==> src/rtl/i2c_master.sv <==
// Single-byte I2C master: START, 7-bit address + R/W, one data byte, STOP.
// Optional SCL clock stretching when I2C_MASTER_CLK_STRETCH_EN is defined.
module i2c_master #(
  parameter int CLK_DIV = 250
) (
  input  logic       clk,
  input  logic       rst_n,
  input  logic       start,
  input  logic       rw,
  input  logic [6:0] addr,
  input  logic [7:0] wdata,
  output logic [7:0] rdata,
  output logic       busy,
  output logic       done,
  output logic       ack_err,
  output logic       scl_oe,
  output logic       sda_oe,
  input  logic       scl_i,
  input  logic       sda_i
);

  typedef enum logic [2:0] {
    IDLE, START, ADDR, RW, ADDR_ACK, DATA, DATA_ACK, STOP
  } state_t;

  localparam int CW = $clog2(CLK_DIV);

  state_t          r_state;
  logic [CW-1:0]   r_cnt;
  logic [1:0]      r_q;
  logic [2:0]      r_bit;
  logic            r_rw;
  logic [7:0]      r_tx;
  logic [7:0]      r_wdata;
  logic [7:0]      r_shift;
  logic [7:0]      r_rdata;
  logic            r_busy;
  logic            r_done;
  logic            r_ack_err;
  logic            r_scl_oe;
  logic            r_sda_oe;
  logic            w_stall;

`ifdef I2C_MASTER_CLK_STRETCH_EN
  // A slave holding SCL low after we release it freezes the bit timing.
  assign w_stall = (r_state != IDLE) && (r_q == 2'd1) && !scl_i;
`else
  logic w_unused_scl;
  assign w_unused_scl = scl_i;
  assign w_stall      = 1'b0;
`endif

  always_ff @(posedge clk or negedge rst_n) begin
    if (!rst_n) begin
      r_state   <= IDLE;
      r_cnt     <= '0;
      r_q       <= 2'd0;
      r_bit     <= 3'd0;
      r_rw      <= 1'b0;
      r_tx      <= 8'h00;
      r_wdata   <= 8'h00;
      r_shift   <= 8'h00;
      r_rdata   <= 8'h00;
      r_busy    <= 1'b0;
      r_done    <= 1'b0;
      r_ack_err <= 1'b0;
      r_scl_oe  <= 1'b0;
      r_sda_oe  <= 1'b0;
    end else begin
      r_done <= 1'b0;
      if (r_state == IDLE) begin
        r_cnt <= '0;
        r_q   <= 2'd0;
        r_bit <= 3'd0;
        if (start) begin
          r_state   <= START;
          r_busy    <= 1'b1;
          r_ack_err <= 1'b0;
          r_rw      <= rw;
          r_tx      <= {addr, rw};
          r_wdata   <= wdata;
        end
      end else if (!w_stall) begin
        if (r_cnt != CW'(CLK_DIV - 1)) begin
          r_cnt <= r_cnt + 1'b1;
        end else begin
          r_cnt <= '0;
          r_q   <= r_q + 2'd1;
          case (r_q)
            2'd0: begin
              r_scl_oe <= 1'b0;
              if (r_state == START) r_sda_oe <= 1'b1;
            end
            2'd1: begin
              // Entering Q2: SCL has been high for a quarter, sample SDA.
              if (r_state == ADDR_ACK && sda_i) r_ack_err <= 1'b1;
              if (r_state == DATA_ACK && !r_rw && sda_i) r_ack_err <= 1'b1;
              if (r_state == DATA && r_rw) r_shift <= {r_shift[6:0], sda_i};
            end
            2'd2: begin
              if (r_state == STOP) r_sda_oe <= 1'b0;
              else                 r_scl_oe <= 1'b1;
            end
            default: begin
              r_scl_oe <= 1'b1;
              r_bit    <= r_bit + 3'd1;
              case (r_state)
                START: begin
                  r_state  <= ADDR;
                  r_bit    <= 3'd0;
                  r_sda_oe <= ~r_tx[7];
                  r_tx     <= {r_tx[6:0], 1'b0};
                end
                ADDR: begin
                  r_sda_oe <= ~r_tx[7];
                  r_tx     <= {r_tx[6:0], 1'b0};
                  if (r_bit == 3'd6) r_state <= RW;
                end
                RW: begin
                  r_state  <= ADDR_ACK;
                  r_sda_oe <= 1'b0;
                  r_tx     <= r_wdata;
                end
                ADDR_ACK: begin
                  r_bit <= 3'd0;
                  if (r_ack_err) begin
                    r_state  <= STOP;
                    r_sda_oe <= 1'b1;
                  end else begin
                    r_state <= DATA;
                    if (r_rw) begin
                      r_sda_oe <= 1'b0;
                    end else begin
                      r_sda_oe <= ~r_tx[7];
                      r_tx     <= {r_tx[6:0], 1'b0};
                    end
                  end
                end
                DATA: begin
                  if (r_bit == 3'd7) begin
                    r_state  <= DATA_ACK;
                    r_sda_oe <= 1'b0;
                    if (r_rw) r_rdata <= r_shift;
                  end else if (!r_rw) begin
                    r_sda_oe <= ~r_tx[7];
                    r_tx     <= {r_tx[6:0], 1'b0};
                  end
                end
                DATA_ACK: begin
                  r_state  <= STOP;
                  r_sda_oe <= 1'b1;
                end
                STOP: begin
                  r_state  <= IDLE;
                  r_scl_oe <= 1'b0;
                  r_busy   <= 1'b0;
                  r_done   <= 1'b1;
                end
                default: r_state <= IDLE;
              endcase
            end
          endcase
        end
      end
    end
  end

  assign rdata   = r_rdata;
  assign busy    = r_busy;
  assign done    = r_done;
  assign ack_err = r_ack_err;
  assign scl_oe  = r_scl_oe;
  assign sda_oe  = r_sda_oe;

endmodule

==> config.mk <==
export PLATFORM = sky130hd
export DESIGN_NAME = i2c_master
export DESIGN_NICKNAME = d
export VERILOG_FILES = /design/src/rtl/i2c_master.sv
export SDC_FILE = /design/constraint.sdc
export NUM_CORES = 1
export LEC_CHECK = 0
export BUFFER_PORTS_ARGS = -buffer_cell sky130_fd_sc_hd__buf_2
export CORE_MARGIN = 2
export CORE_UTILIZATION = 57
export DETAILED_ROUTE_END_ITERATION = 10
export PLACE_DENSITY = 0.79
export SETUP_SLACK_MARGIN = 0.1
export SKIP_LAST_GASP = 1
export SLEW_MARGIN = 20
export SYNTH_ARGS = -nofsm -noshare
export SYNTH_HDL_FRONTEND = slang
export SYNTH_SLANG_ARGS = --single-unit
==> constraint.sdc <==
create_clock -name clk -period 2.2 [get_ports clk]
set_clock_uncertainty 0.1 [all_clocks]
set_input_delay 0.22 -clock clk [delete_from_list [all_inputs] [get_ports clk]]
set_output_delay 0.22 -clock clk [all_outputs]
set_load 0.02 [all_outputs]
# After elaboration in Yosys (flattened, before gate mapping)
# Index checks and enable logic that the tools add are counted.
[word_totals] output_inout_bits=13 wordCells=119 in_bits=21 register_bits=54
[classes] add_sub_neg=3 n_bitwise=5 n_reduce_logical=25 eq_ne=23 n_mux=49
[op_table] cell="$mux 8" n=9
[op_table] cell="$pmux 8 s4" n=1
[op_table] cell="$mux 3" n=10
[op_table] cell="$mux 1" n=22
[op_table] cell="$eq 3x3->1 const B" n=6
[op_table] cell="$pmux 3 s6" n=1
[op_table] cell="$reduce_and 4->1" n=4
[op_table] cell="$reduce_and 6->1" n=2
[op_table] cell="$ne 2x2->1 const B" n=5
[op_table] cell="$ne 3x3->1 const B" n=3
[op_table] cell="$add 8x1->8 const B" n=1
[op_table] cell="$ne 8x8->1 const B" n=1
[op_table] cell="$reduce_and 7->1" n=1
[op_table] cell="$reduce_bool 7->1" n=1
[op_table] cell="$eq 3x2->1 const B" n=2
[op_table] cell="$mux 2" n=3
[op_table] cell="$pmux 1 s3" n=2
[op_table] cell="$ne 5x2->1 const B" n=1
[op_table] cell="$not 1->1" n=5
[op_table] cell="$pmux 1 s5" n=1
[op_table] cell="$reduce_and 5->1" n=1
[op_table] cell="$reduce_bool 5->1" n=1
[op_table] cell="$logic_and 1x1->1" n=4
[op_table] cell="$reduce_and 2->1" n=2
[op_table] cell="14 further kinds" n=16

# Logic depth before layout (Yosys ltp)
# Gate-level depths: netlist of run 1.
[depth] depth_word=7 ltp_mapped=7 mapped_depth_nobuf=6

# Worst setup path after synthesis of run 1
# Ideal clock, no wire load.
[synth_timing] kind="reg-to-reg" start="reg r_bit[1]" end="reg r_tx[1]" n_path_buf=0 setup_slack_ps=264 stages_incl_launch_ff=7 arrival_time_ps=1711 cell_sequence="dfrtp_1 > ha_1 > ha_1 > a211o_1 > a21oi_1 > o21bai_4 > mux2_4"
[synth_between] elab_chain_len=3
[synth_rtl] element="start: declaration" line_no="31" source="logic [2:0] r_bit;"
[synth_rtl] element="start signal: assignment" line_no="106" source="r_bit <= r_bit + 3'd1;"
[synth_rtl] element="$eq 3x3->1" line_no="140" source="if (r_bit == 3'd7) begin"
[synth_rtl] element="$ne 3x3->1 (no source line)"
[synth_rtl] element="$reduce_and 6->1 (no source line)"
[synth_rtl] element="end signal: assignment" line_no="122" source="r_tx <= r_wdata;"
[synth_rtl] element="end signal: assignment" line_no="135" source="r_tx <= {r_tx[6:0], 1'b0};"
[synth_rtl] element="end signal: assignment" line_no="146" source="r_tx <= {r_tx[6:0], 1'b0};"
[synth_rtl] element="end: declaration" line_no="33" source="logic [7:0] r_tx;"
# Every way passes these cells.
# A chain may end at the register's enable or synchronous reset.

# Worst setup path in the final report of run 1
[layout_timing] start="reg r_bit[1]" end="reg r_tx[2]"
# Same word-level chain as after synthesis.

==> results of run 1 <==
==> placed cells by master (no fill, tap or decap), drive strengths merged, types with 3 or more instances in the layout <==
cell type | synthesis | routed
dlygate4sd3 | 0 | 8
dfrtp | 54 | 54
and3 | 3 | 3
xor2 | 4 | 4
buf | 5 | 45
a31oi | 3 | 3
nor3 | 3 | 3
xnor2 | 5 | 5
clkbuf | 4 | 5
ha | 9 | 9
nand2 | 36 | 36
nor2 | 17 | 17
a22oi | 8 | 8
o21ai | 6 | 6
nand4 | 3 | 3
a21oi | 8 | 8
o2bb2ai | 7 | 7
mux2 | 25 | 25
nand3 | 5 | 5
inv | 10 | 10
a2bb2oi | 3 | 3
a21o | 3 | 3
==> cells by family (layout without fill, tap and decap cells) <==
kind of cell	Yosys count	in the layout
mux	26	26
compound gates	47	47
flops	54	54
xor+xnor	9	9
simple gates	80	80
fa+ha+maj	11	11
buf+inv	19	71
==> worst min-delay path: stages <==
cell and delay, ns:
buf_2 0.07, nand2_1 0.05, nand2_1 0.05
==> flip-flops by register name, indices dropped and copies added, names as in the netlist <==
signal	count
sda_oe	1
scl_oe	1
done	1
r_state	3
busy	1
r_rw	1
r_bit	3
r_shift	8
ack_err	1
r_cnt	8
rdata	8
r_q	2
r_tx	8
r_wdata	8
==> repair_timing <==
action / in CTS / in global routing
hold buffers: 8 / 0
endpoints found under the setup margin: 2 / 18
resized for setup: 0 / 7
hold endpoints to repair: 34 / 0
pin swaps: 1 / 0
setup buffers: 0 / 0
==> final cells by class <==
type	instances	area (um2)
repair buffers	53	350
well taps	54	67.6
multi-input cells	173	1340
inverters	10	37.5
clock inverters	3	45.0
fillers	340	1400
clock buffers	5	68.8
flip-flops and latches	54	1350
==> power groups by stage <==
stage | combinational, mW | sequential [mW] | clock [mW]
after CTS | 0.807 | 1.31 | 0.686
after floorplan | 0.619 | 1.28 | 0
after global routing | 0.919 | 1.34 | 0.728
after detailed placement | 0.794 | 1.33 | 0
final | 0.825 | 1.32 | 0.676
after global placement | 0.765 | 1.32 | 0
==> synth_stat cells (all sizes together), types with 4 or more instances <==
library cell | number | area share (%)
nor2 | 17 | 2.6
o2bb2ai | 7 | 2.2
xor2 | 4 | 1.3
dfrtp | 54 | 49
o21ai | 6 | 1.1
nand2 | 36 | 4.9
nand3 | 5 | 1.1
ha | 9 | 4.1
mux2 | 25 | 11
xnor2 | 5 | 1.6
buf | 5 | 0.87
a22oi | 8 | 2.2
clkbuf | 4 | 0.55
a21oi | 8 | 1.5
inv | 10 | 1.4
==> per-stage QoR <==
step	total power [mW]	setup WS, ns	hold slack, ns	cell area (um2)
final	2.82	0.185	0.0163	3260
after global routing	2.99	0.0881	0.0404	3260
after CTS	2.81	0.122	0.0111	3230
after detailed placement	2.12	0.160	0.192	3040
after global placement	2.09	0.174	0.188	3040
after floorplan	1.90	0.264	-0.176	2740
==> worst paths after layout <==
kind | slack, ns | endpoint | depth (start not counted)
max in group asynchronous | 1.04 | r_q[0] | 3
max | 0.19 | r_tx[2] | 6
min in group asynchronous | 0.37 | rdata[4] | 2
min | 0.02 | r_wdata[7] | 3
min reg2reg | 0.38 | r_wdata[1] | 2
max reg2reg | 0.19 | r_tx[2] | 6
==> layer usage <==
layer,share of wire [%],routed length [um],global-route usage (%),vias up
met4,1.8,99,8.23,0
li1,-,-,-,975
met1,46,2560,31.3,994
met2,47,2630,35.9,58
met5,0,0,0,-
met3,5.0,278,4.12,9
==> summary.md, run 1 <==
| Metric | Value |
|---|---|
| Port bufs | `32` |
| Leakage power | `1.64 nW` |
| Via Count | `2036` |
| Final #Nets | `327` |
| Critical hold path startpoint | `wdata[7]` |
| DR iter-0 viols | `177` |
| Pre-antenna DRT Iters | `4` |
| Critical Path Source | `r_bit[1]` |
| Global-route usage over all layers | `22.7%` |
| Largest family of logic cells by synthesized area | `simple AND/OR/NAND/NOR gates` |
| Synth Net Count | `276` |
| Worst r2r src | `r_bit[1]` |
| Final Max Slew Viols | `0` |
| Hold Fails Final Rpt | `0` |
| GRT Residual Overflow | `0` |
| Synthesized-area fraction occupied by adder cells | `4.85%` |
| Asr flop ratio synth | `100%` |
| Sw Ratio | `31.5%` |
| Pwr Density | `866 nW/um2` |
| Die Area | `5370 um2` |
| Setup CP Type | `flop to flop` |
| Antenna diode count | `0` |
| Die X | `73.3 um` |
| Register area share after synthesis | `49.4%` |
| Peak supply drop | `0.519 mV` |
| Count of cell types in the netlist | `50` |
| Worst-margin pin slew | `0.674 ns` |
| Maximum root-to-sink buffer count | `2` |
| CP arrival | `2.12 ns` |
| Via density | `5.78` |
| Clock Power Share | `24.0%` |
| Final WL | `5560 um` |
| I/O pin count | `34` |
| Syn Inst Count | `246` |
| Post-synth EDFFs | `0` |
| Setup tns final | `0 ns` |
| Post-DP HPWL | `3820 um` |
| DP Cell Count | `336` |
| Row count | `25` |
| Synth Area in Compound Gates | `13.3%` |
| Slowest CP cell | `dfrtp_1` |
| Comb pwr share | `29.3%` |
| Global placer's final weighted congestion | `0.931` |
| Psw | `0.889 mW` |
| CP Buf/Inv Count | `0` |
| CP Cell Sequence | `ha_1 > ha_1 > a211o_1 > a21oi_1 > o21bai_4 > mux2_4` |
| H-Tree Depth | `2` |
| Max Cap Violations | `0` |
| Register bit total from synthesis | `54` |
| Worst skew pair latency | `0.32 ns` |
| Critical Path Source Type | `flop` |
| Final Util | `69.9%` |
| Max incr delay on CP | `0.41 ns` |
| Run status | `complete, no violations` |
| Most frequent CP cell | `ha_1` |
| Initial antenna violation count | `0` |
| Detail Route Antenna Nets | `0` |
| Global-route wire length before repair | `9210 um` |
| Synth Area in Simple Gates | `15.2%` |
| Power Internal | `1.93 mW` |
| Pin count of the biggest net entering global routing | `29` |
| Post-synth top flop | `dfrtp_1` |
| Post-Synth XOR/XNOR Area | `2.88%` |
| Final period utilization | `91.6%` |
| Die height | `73.3 um` |
| Flop pwr share | `46.8%` |
| Required time of the critical path | `2.31 ns` |
| Yosys warns | `0` |
| Core area | `4660 um2` |
| CTS tree | `built` |
| CTS buffer count | `5` |
| Tmin final | `2.01 ns` |
| HP Class | `primary input to flop` |
| Clock transition at path regs | `0.09 ns` |
| RSZ-0062 raised after global routing | `false` |
| Layout cells sized above 1 | `25.8%` |
| Crit. End Element | `flop` |
| DR DRC count | `0` |
| Fmax | `496 MHz` |
| Finished Layout Cells | `352` |
| WL/cell | `15.8 um` |
| Root buf cell | `clkbuf_8` |
| Syn avg cell area | `11.1 um2` |
| Clock Sinks | `54` |
| Area Growth Syn to Fin | `19.1%` |
| Mapped Area | `2740 um2` |
| Multiplexer share of the synthesized area | `11.6%` |
| CP delay by family, top | `compound AO/OA/AOI/OAI gates` |
| Starting Density | `58.7%` |
| Final setup fails | `0` |
| Vias in the first global route | `2032` |
| Rel. slew slack | `55.1%` |
| Largest fanout on the critical path | `8` |
No activity file was read; power rests on OpenSTA's default activity.
==> run 2, diff against run 1 <==
--- a/config.mk
+++ b/config.mk
@@ -6,10 +6,11 @@
 export NUM_CORES = 1
 export LEC_CHECK = 0
 export BUFFER_PORTS_ARGS = -buffer_cell sky130_fd_sc_hd__buf_2
+export CAP_MARGIN = 20
 export CORE_MARGIN = 2
 export CORE_UTILIZATION = 57
 export DETAILED_ROUTE_END_ITERATION = 10
-export PLACE_DENSITY = 0.79
+export PLACE_DENSITY = 0.76
 export SETUP_SLACK_MARGIN = 0.1
 export SKIP_LAST_GASP = 1
 export SLEW_MARGIN = 20
==> run 2 against run 1 <==
Sequential power about the same. Fmax down 3.3%. Final area up 0.42%. Count of clock-buffer cells in the layout unchanged. Sequential share of layout area down 0.21 points. Wire length up 1.8%. Via count up 0.25%. Hold slack worse by 0.0058 ns. Combinational power up 2%. Critical path depth down 1. Core utilization up 0.30 points. Critical endpoint is now sda_oe. Largest cell class unchanged. Highest routed layer unchanged.
==> summary.md, run 2 (synthesis results as in run 1) <==
| Metric | Value |
|---|---|
| Run status | `complete, no violations` |
| Worst Setup EP | `sda_oe` |
| Global-route wire length before repair | `9280 um (+0.75%)` |
| Final WL | `5660 um (+1.8%)` |
| Core area | `4660 um2 (unchanged)` |
| Post-DP HPWL | `3990 um (+4.6%)` |
| Maximum root-to-sink buffer count | `2 (unchanged)` |
| Fmax | `480 MHz (-3.3%)` |
| Starting Density | `58.7% (unchanged)` |
| CP delay by family, top | `simple AND/OR/NAND/NOR gates` |
| Area Growth Syn to Fin | `19.6%` |
| Critical Path Source | `r_q[1]` |
| Pwr Density | `833 nW/um2 (-3.8%)` |
| Fillers | `346 (+1.8%)` |
| GRT Residual Overflow | `0 (unchanged)` |
| Clock Sinks | `54 (unchanged)` |
| Worst skew pair latency | `0.31 ns (about the same)` |
| RSZ-0062 raised after global routing | `false` |
| Critical Path Source Type | `flop` |
| Reg2Reg Setup Slack | `0.12 ns (-0.07 ns)` |
| Hold WS | `0.0105 ns (-0.00577 ns)` |
| Max incr delay on CP | `0.58 ns (+0.17 ns)` |
| Final Max Slew Viols | `0 (unchanged)` |
| Crit. End Element | `flop` |
| CP Buf/Inv Count | `1 (+1)` |
| HP Class | `primary input to flop` |
| Most frequent cells in the layout | `dfrtp_1 (53), nand2_1 (35), buf_2 (32)` |
| Hold Fails Final Rpt | `0 (unchanged)` |
| Layout cells sized above 1 | `26.3% (+0.49 points)` |
| Critical Path Stages | `5 (-1)` |
| Capture point of the worst reg-to-reg path | `sda_oe` |
| CP arrival | `2.19 ns (+0.07 ns)` |
| Clock transition at path regs | `0.10 ns (about the same)` |
| Vias in the first global route | `1978 (-2.7%)` |
| CTS buffer count | `5 (unchanged)` |
| Tmin final | `2.08 ns (+0.0697 ns)` |
| Initial antenna violation count | `0 (unchanged)` |
| Port bufs | `32 (unchanged)` |
| Root buf cell | `clkbuf_8` |
| Setup CP Type | `flop to flop` |
| Final #Nets | `329 (+0.61%)` |
| Die Area | `5370 um2 (unchanged)` |
| CP Cell Sequence | `inv_1 > ha_1 > or4_1 > a31oi_1 > mux2_1` |
| Worst r2r src | `r_q[1]` |
| Worst-margin pin slew | `0.647 ns (-0.0263 ns)` |
| DR iter-0 viols | `135 (-24%)` |
| DR DRC count | `0 (unchanged)` |
| Die height | `73.3 um (unchanged)` |
| Pin count of the biggest net entering global routing | `29 (unchanged)` |
| Detail Route Antenna Nets | `0 (unchanged)` |
| Row count | `25 (unchanged)` |
| WL/cell | `16.0 um (+1.2%)` |
| Largest fanout on the critical path | `4 (-4)` |
| Via Count | `2041 (+0.25%)` |
| CTS tree | `built` |
| Via density | `5.77 (-0.32%)` |
| Rel. slew slack | `56.8% (+1.8 points)` |
| Global placer's final weighted congestion | `0.895 (-3.9%)` |
| R2R depth | `5 (-1)` |
| Peak supply drop | `0.586 mV (+13%)` |
| Final period utilization | `94.7% (+3.2 points)` |
| Global-route usage over all layers | `22.5% (-0.18 points)` |
| Final setup fails | `0 (unchanged)` |
| Required time of the critical path | `2.30 ns (about the same)` |
| I/O pin count | `34 (unchanged)` |
| Most common cell after layout, fill and taps aside | `dfrtp_1` |
| H-Tree Depth | `2 (unchanged)` |
| Pre-antenna DRT Iters | `4 (unchanged)` |
| Max Cap Violations | `0 (unchanged)` |
| Setup tns final | `0 ns (unchanged)` |
| Antenna diode count | `0 (unchanged)` |
| Leakage power | `1.66 nW (+0.85%)` |
| Die X | `73.3 um (unchanged)` |
| Slowest CP cell | `or4_1` |
-- run 2: metal layers --
layer | track usage [%] | routed length [um]
met1 | 31.4 | 2590
met2 | 35.8 | 2780
met3 | 4.25 | 221
met4 | 6.58 | 64
met5 | 0 | 0
-- run 2: worst min path at each step --
| stage | startpoint | depth (start not counted) | slack, ns | end |
|---|---|---|---|---|
| final | wdata[7] | 3 | 0.01 | r_wdata[7] |
| after global routing | sda_i | 2 | 0.03 | r_shift[0] |
| after CTS | wdata[7] | 3 | 0.01 | r_wdata[7] |
| after detailed placement | rst_n | 1 | 0.18 | rdata[4] |
| after global placement | rst_n | 1 | 0.18 | rdata[4] |
| after floorplan | rst_n | 0 | -0.18 | ack_err |
-- run 2: through the flow --
stage	instance area [um2]	total power [mW]	setup WS, ns	instances	utilization (%)
detailed placement	3060	2.13	0.141	337	65.6
CTS	3230	2.72	0.121	353	69.3
floorplan	2740	1.90	0.264	246	-
global placement	3060	2.10	0.199	337	65.6
global route	3270	2.88	0.0175	354	70.2
finish	3270	2.72	0.116	354	70.2
-- run 2: layout make-up --
class                   instances  area (um2)  area share (%)
multi-input cells             173        1340            41.0
clock inverters                 3        25.0           0.765
inverters                      10        37.5            1.15
clock buffers                   5        68.8            2.10
flip-flops and latches         54        1350            41.3
repair buffers                 55         378            11.5
well taps                      54        67.6            2.07
-- run 2: worst min-delay path, cell delays in order --
cell	delay, ns
buf_2	0.07
nand2_1	0.04
nand2_1	0.05
-- run 2: what timing repair did --
action	in CTS	in global routing
buffers inserted	0	1
endpoints found under the hold margin	34	0
gates resized for setup	0	7
hold buffers	8	0
endpoints found under the setup margin	0	25
-- run 2: power breakdown --
part | internal [mW] | total, mW | switching, mW | leakage (nW)
sequential | 1.17 | 1.31 | 0.138 | 0.714
combinational | 0.419 | 0.839 | 0.420 | 0.899
clock | 0.230 | 0.575 | 0.345 | 0.0447
total | 1.82 | 2.72 | 0.902 | 1.66
